### src/rtl/rv_pkg.sv
// rtl/rv_pkg.sv - shared constants and helpers for the RISC-V core register file
package rv_pkg;

  localparam int DEF_XLEN = 32;
  localparam int DEF_NREG = 32;
  localparam int REG_ZERO = 0;

  // Ceiling log2, used to size register addresses from the register count.
  function automatic int log2c(input int n);
    int r;
    r = 0;
    for (int i = 0; i < 31; i++) begin
      if ((1 << i) < n) r = i + 1;
    end
    return r;
  endfunction

endpackage

### src/rtl/regfile_pend_cnt.sv
// rtl/regfile_pend_cnt.sv - saturating up/down pending-write counter for one register
module regfile_pend_cnt #(
  parameter int PW = 2
) (
  input  logic          clk,
  input  logic          rst_n,
  input  logic          inc_i,
  input  logic          dec_i,
  input  logic          clr_i,
  output logic [PW-1:0] cnt_o,
  output logic          is_max_o,
  output logic          is_one_o
);

  logic [PW-1:0] cnt_q, cnt_d;

  // Next count: clear wins, simultaneous inc/dec cancel, both ends saturate.
  always_comb begin
    cnt_d = cnt_q;
    if (clr_i) begin
      cnt_d = '0;
    end else if (inc_i && !dec_i && (cnt_q != '1)) begin
      cnt_d = cnt_q + PW'(1);
    end else if (dec_i && !inc_i && (cnt_q != '0)) begin
      cnt_d = cnt_q - PW'(1);
    end
  end

  // Counter register.
  always_ff @(posedge clk or negedge rst_n) begin
    if (!rst_n) begin
      cnt_q <= '0;
    end else begin
      cnt_q <= cnt_d;
    end
  end

  assign cnt_o    = cnt_q;
  assign is_max_o = (cnt_q == '1);
  assign is_one_o = (cnt_q == PW'(1));

endmodule

### src/rtl/regfile_sb.sv
// rtl/regfile_sb.sv - multi-port register file with bypass and pending-write scoreboard
module regfile_sb
  import rv_pkg::*;
#(
  parameter int  XLEN = DEF_XLEN,
  parameter int  NREG = DEF_NREG,
  parameter int  NRP  = 2,
  parameter int  PW   = 2,
  localparam int AW   = log2c(NREG)
) (
  input  logic              clk,
  input  logic              rst_n,
  input  logic [NRP*AW-1:0] ra_i,
  output logic [NRP*XLEN-1:0] rd_o,
  output logic [NRP-1:0]    rbusy_o,
  input  logic              we_i,
  input  logic [AW-1:0]     wa_i,
  input  logic [XLEN-1:0]   wd_i,
  input  logic              iss_i,
  input  logic [AW-1:0]     iss_rd_i,
  output logic              iss_rdy_o,
  input  logic              flush_i
);

  logic [XLEN-1:0] mem_q [NREG];
  logic [PW-1:0]   cnt   [NREG];
  logic [NREG-1:0] is_max;
  logic [NREG-1:0] is_one;
  logic [NREG-1:1] inc;
  logic [NREG-1:1] dec;
  logic            iss_eff;

  // x0 carries no counter; it always looks idle.
  assign cnt[0]    = '0;
  assign is_max[0] = 1'b0;
  assign is_one[0] = 1'b0;

  // A full counter can still accept an issue when writeback frees a slot this cycle.
  assign iss_rdy_o = (iss_rd_i == AW'(REG_ZERO)) || !is_max[iss_rd_i] ||
                     (we_i && (wa_i == iss_rd_i));
  assign iss_eff   = iss_i && iss_rdy_o && !flush_i && (iss_rd_i != AW'(REG_ZERO));

  for (genvar r = 1; r < NREG; r++) begin : g_cnt
    assign inc[r] = iss_eff && (iss_rd_i == AW'(r));
    assign dec[r] = we_i && (wa_i == AW'(r));

    regfile_pend_cnt #(.PW(PW)) u_cnt (
      .clk      (clk),
      .rst_n    (rst_n),
      .inc_i    (inc[r]),
      .dec_i    (dec[r]),
      .clr_i    (flush_i),
      .cnt_o    (cnt[r]),
      .is_max_o (is_max[r]),
      .is_one_o (is_one[r])
    );
  end

  // Writeback into the array; x0 is never written so it holds its reset zero.
  always_ff @(posedge clk or negedge rst_n) begin
    if (!rst_n) begin
      for (int r = 0; r < NREG; r++) mem_q[r] <= '0;
    end else if (we_i && (wa_i != AW'(REG_ZERO))) begin
      mem_q[wa_i] <= wd_i;
    end
  end

  // Combinational read ports with same-cycle writeback bypass.
  for (genvar p = 0; p < NRP; p++) begin : g_rd
    logic [AW-1:0] a;
    logic          byp;

    assign a   = ra_i[p*AW +: AW];
    assign byp = we_i && (wa_i == a);
    assign rd_o[p*XLEN +: XLEN] = (a == AW'(REG_ZERO)) ? '0 :
                                  byp                  ? wd_i : mem_q[a];
    // Last outstanding write completing now clears the hazard in the same cycle.
    assign rbusy_o[p] = (a != AW'(REG_ZERO)) && (cnt[a] != '0) && !(byp && is_one[a]);
  end

endmodule
### config.mk
export PLATFORM = sky130hd
export DESIGN_NAME = regfile_sb
export DESIGN_NICKNAME = d
export VERILOG_FILES = /design/src/rtl/rv_pkg.sv /design/src/rtl/regfile_pend_cnt.sv /design/src/rtl/regfile_sb.sv
export SDC_FILE = /design/constraint.sdc
export NUM_CORES = 2
export LEC_CHECK = 0
export BUFFER_PORTS_ARGS = -buffer_cell sky130_fd_sc_hd__buf_2
export CORE_MARGIN = 8
export CORE_UTILIZATION = 50
export DETAILED_ROUTE_END_ITERATION = 10
export PLACE_DENSITY = 0.66
export SLEW_MARGIN = 20
export SYNTH_ARGS = -nofsm -noshare
export SYNTH_HDL_FRONTEND = slang
export SYNTH_HIERARCHICAL = 1
export SYNTH_SLANG_ARGS = --single-unit
export TNS_END_PERCENT = 1
### constraint.sdc
create_clock -name clk -period 11.08 [get_ports clk]
set_input_delay 2.77 -clock clk [delete_from_list [all_inputs] [get_ports clk]]
set_output_delay 2.77 -clock clk [all_outputs]
set_load 0.01 [all_outputs]
==> metrics.csv <==
stage;metric;value;unit
run_status;status;finished clean;
detailed_routing;ant_nets;0;
timing;setup-tns-final;0;ns
grt;grt_antenna_before_repair;16;
detailed_routing;routed_wl;208.8;mm
logic_synthesis;synth_area;62100;um2
min_path;whs_path_depth;0;
logic_synthesis;syn_inst;5071;
detailed_routing;wl_per_cell;31.28;um
floorplanning;io_pins;124;
cells_and_area;final_cells;6674;
cells_and_area;fillers;10180;
floorplanning;die_y;368.4;um
logic_synthesis;ys.flop_type;dfrtp_1;
floorplanning;dieArea;135700;um2
logic_synthesis;synth_nets;5221;
timing;finalSetupViolCount;0;
timing;hold_violations;0;
clock_tree;ctsHoldBuffers;0;
cells_and_area;area_delta_synth_final;9.592;%
logic_synthesis;seq_area_frac_synth;43.76;%
timing;layout_setup_ws;2.128;ns
logic_synthesis;ys_types;55;
clock_tree;cts_buffers;116;
min_path;hold_start;mem_q[1004]$_DFFE_PN0P_;
cells_and_area;nNetsFinal;5081;
min_path;whs_endpoint;mem_q[1004]$_DFFE_PN0P_;
logic_synthesis;synth_seq_cells;1086;
clock_tree;root_buffer;clkbuf_16;
floorplanning;initial_core_util;50.30;%
timing;rsz0062_at_grt;no;
clock_tree;post_cts_resized;0;
worst_setup_path;r2r_end;g_cnt[27].u_cnt/cnt_o[1]$_DFFE_PN0P_;
floorplanning;die_width;368.4;um
logic_synthesis;yosys_warnings;6;
detailed_routing;vias;44810;
logic_synthesis;synth_area_leaders;dfrtp_1, mux4_2, mux2_2;
clock_tree;clk_path_buf_depth;3;
grt;grt_max_degree;155;
cells_and_area;final_cell_mix;nand2_1, dfrtp_1, mux2_2, mux4_2, nor3_1;
min_path;hp-class;reg -> reg;
logic_synthesis;synth_top_area_cell;dfrtp_1;
worst_setup_path;rrSetupSlack;7.24;ns
timing;max_slew_margin;17.96;%
floorplanning;core.rowCount;129;
timing;drv_slew;0;
job;cap_violations;0;
clock_tree;clkSinkCount;1086;
worst_setup_path;reg2reg_from;g_cnt[31].u_cnt/cnt_o[0]$_DFFE_PN0P_;
placed_design;dpl.cell_count;6450;
placed_design;numPortBuffers;123;
logic_synthesis;synth-edff-count;0;
worst_setup_path;cp.required;8.31;ns
worst_setup_path;endpoint_kind;primary output;
clock_tree;post_cts_buffers;0;
placed_design;place_ws;2.174;ns
floorplanning;fp.coreArea;123500;um2
timing;fin_skew;0.02821;ns
grt;grt-ovfl-total;0;
clock_tree;htree_levels;3;
worst_setup_path;arrival;6.18;ns
placed_design;hpwl;120.7;mm
cells_and_area;drive_gt1_share;34.99;%
timing;period_needed;8.952;ns
pwr;leakage;30.37;nW
clock_tree;cts_tree;done;
worst_setup_path;path_class;in -> out;
timing;fmax;0.1117;GHz
logic_synthesis;syn_area_per_cell;12.25;um2
detailed_routing;drcViolationCount;0;
detailed_routing;drtIter0Drc;5544;
pwr;ir_drop;0.0001550;V
placed_design;gp_congestion;0.8901;
timing;tightestPinTransition;1.231;ns
cells_and_area;layout_commonest_cell;nand2_1;
grt;grt_usage;30.36;%
detailed_routing;vias_per_cell;6.714;
logic_synthesis;yosysTopAreaCellShare;43.76;%
clock_tree;insertion_delay;0.73;ns
logic_synthesis;async_flop_share;100.0;%
worst_setup_path;reg2regPathDepth;9;
grt;grt_pass1_wl;308.2;mm
grt;grt_pass1_vias;44700;
timing;finalCritPeriodShare;80.79;%
pwr;power.density;173.7;nW/um2
clock_tree;clk_pin_slew_worst_paths;0.07;ns
worst_setup_path;critPathLaunchType;primary input;
worst_setup_path;cp_max_fo;110;
detailed_routing;firstDrtPassIters;6;
Yosys cell counts (40+ instances only):
cell type and instances:
o22ai_1 67, a211oi_1 63, mux2i_1 40, nor2b_1 68, buf_1 60, nor3_1 148
nand2_1 1153, dfrtp_1 1086, inv_1 83, buf_2 94, mux4_2 579, nor2_1 94
ha_1 93, mux2_2 708, clkbuf_1 313, a22o_1 96, nor3b_1 74
cells by family after synthesis:
kind of cell	share of synthesized area [%]
and+or+nand+nor	11.25
muxes	34.48
DFF	43.76
buffers and inverters	3.592
AOI/OAI and AO/OA	4.839
adders and majority gates	1.874
xor gates and xnor gates	0.2115
cell type report:
class / count / area, um2 / area share [%]
inverter: 84 / 316.6 / 0.4651
clock buffer: 161 / 3314 / 4.870
timing repair buffer: 214 / 1473 / 2.164
tap: 1637 / 2048 / 3.009
antenna: 7 / 17.52 / 0.02574
clock inverter: 56 / 802.0 / 1.178
sequential: 1086 / 27180 / 39.93
multi-input combinational: 3429 / 32910 / 48.36
layer usage:
metal	part of all wire, %	vias to the layer above	global-route usage, %
met5	0.048	-	0
li1	-	18310	-
met1	39	23370	41.61
met3	11	618	7.184
met2	45	2499	45.95
met4	5.6	16	14.30
worst max-delay path: stages:
cell and delay, ns:
buf_8 0.50, buf_12 0.61, mux4_2 0.42, a22o_1 0.25
a221oi_1 0.87, o22ai_1 0.20, a21o_1 0.21, buf_2 0.14
report_power, final:
part	switching, mW	internal (mW)	leakage [nW]	total, mW
Clock	1.72	2.51	2.04	4.23
Combinational	1.08	1.34	14.3	2.42
Sequential	0.507	4.67	14.1	5.17
Total	3.31	8.51	30.4	11.8
metrics by stage:
| stage | cell area [um2] | power [mW] | utilization (%) | hold WS, ns |
|---|---|---|---|---|
| 2_1_floorplan | 62100 | 6.841 | - | 0.4413 |
| 3_3_place_gp | 63930 | 7.521 | 51.77 | 0.3763 |
| 6_report | 68060 | 11.82 | 55.12 | 0.3935 |
| 5_1_grt | 68040 | 12.27 | 55.11 | 0.4051 |
| 4_1_cts | 68040 | 11.84 | 55.11 | 0.3976 |
| 3_5_place_dp | 63930 | 7.621 | 51.77 | 0.3833 |
state kept, by name (all words and copies together) (netlist names):
signal,count
g_cnt.u_cnt/cnt_o,62
mem_q,1024
worst max path at each step:
stage | startpoint | endpoint | slack, ns | depth (start not counted)
after floorplan | ra_i[0] | rd_o[10] | 3.53 | 8
after global placement | ra_i[0] | rd_o[19] | 2.16 | 7
after detailed placement | ra_i[0] | rd_o[19] | 2.17 | 7
after CTS | ra_i[0] | rd_o[19] | 2.16 | 7
after global routing | ra_i[0] | rd_o[19] | 2.01 | 7
final | ra_i[1] | rd_o[19] | 2.13 | 8
No activity file was read; power rests on OpenSTA's default activity.
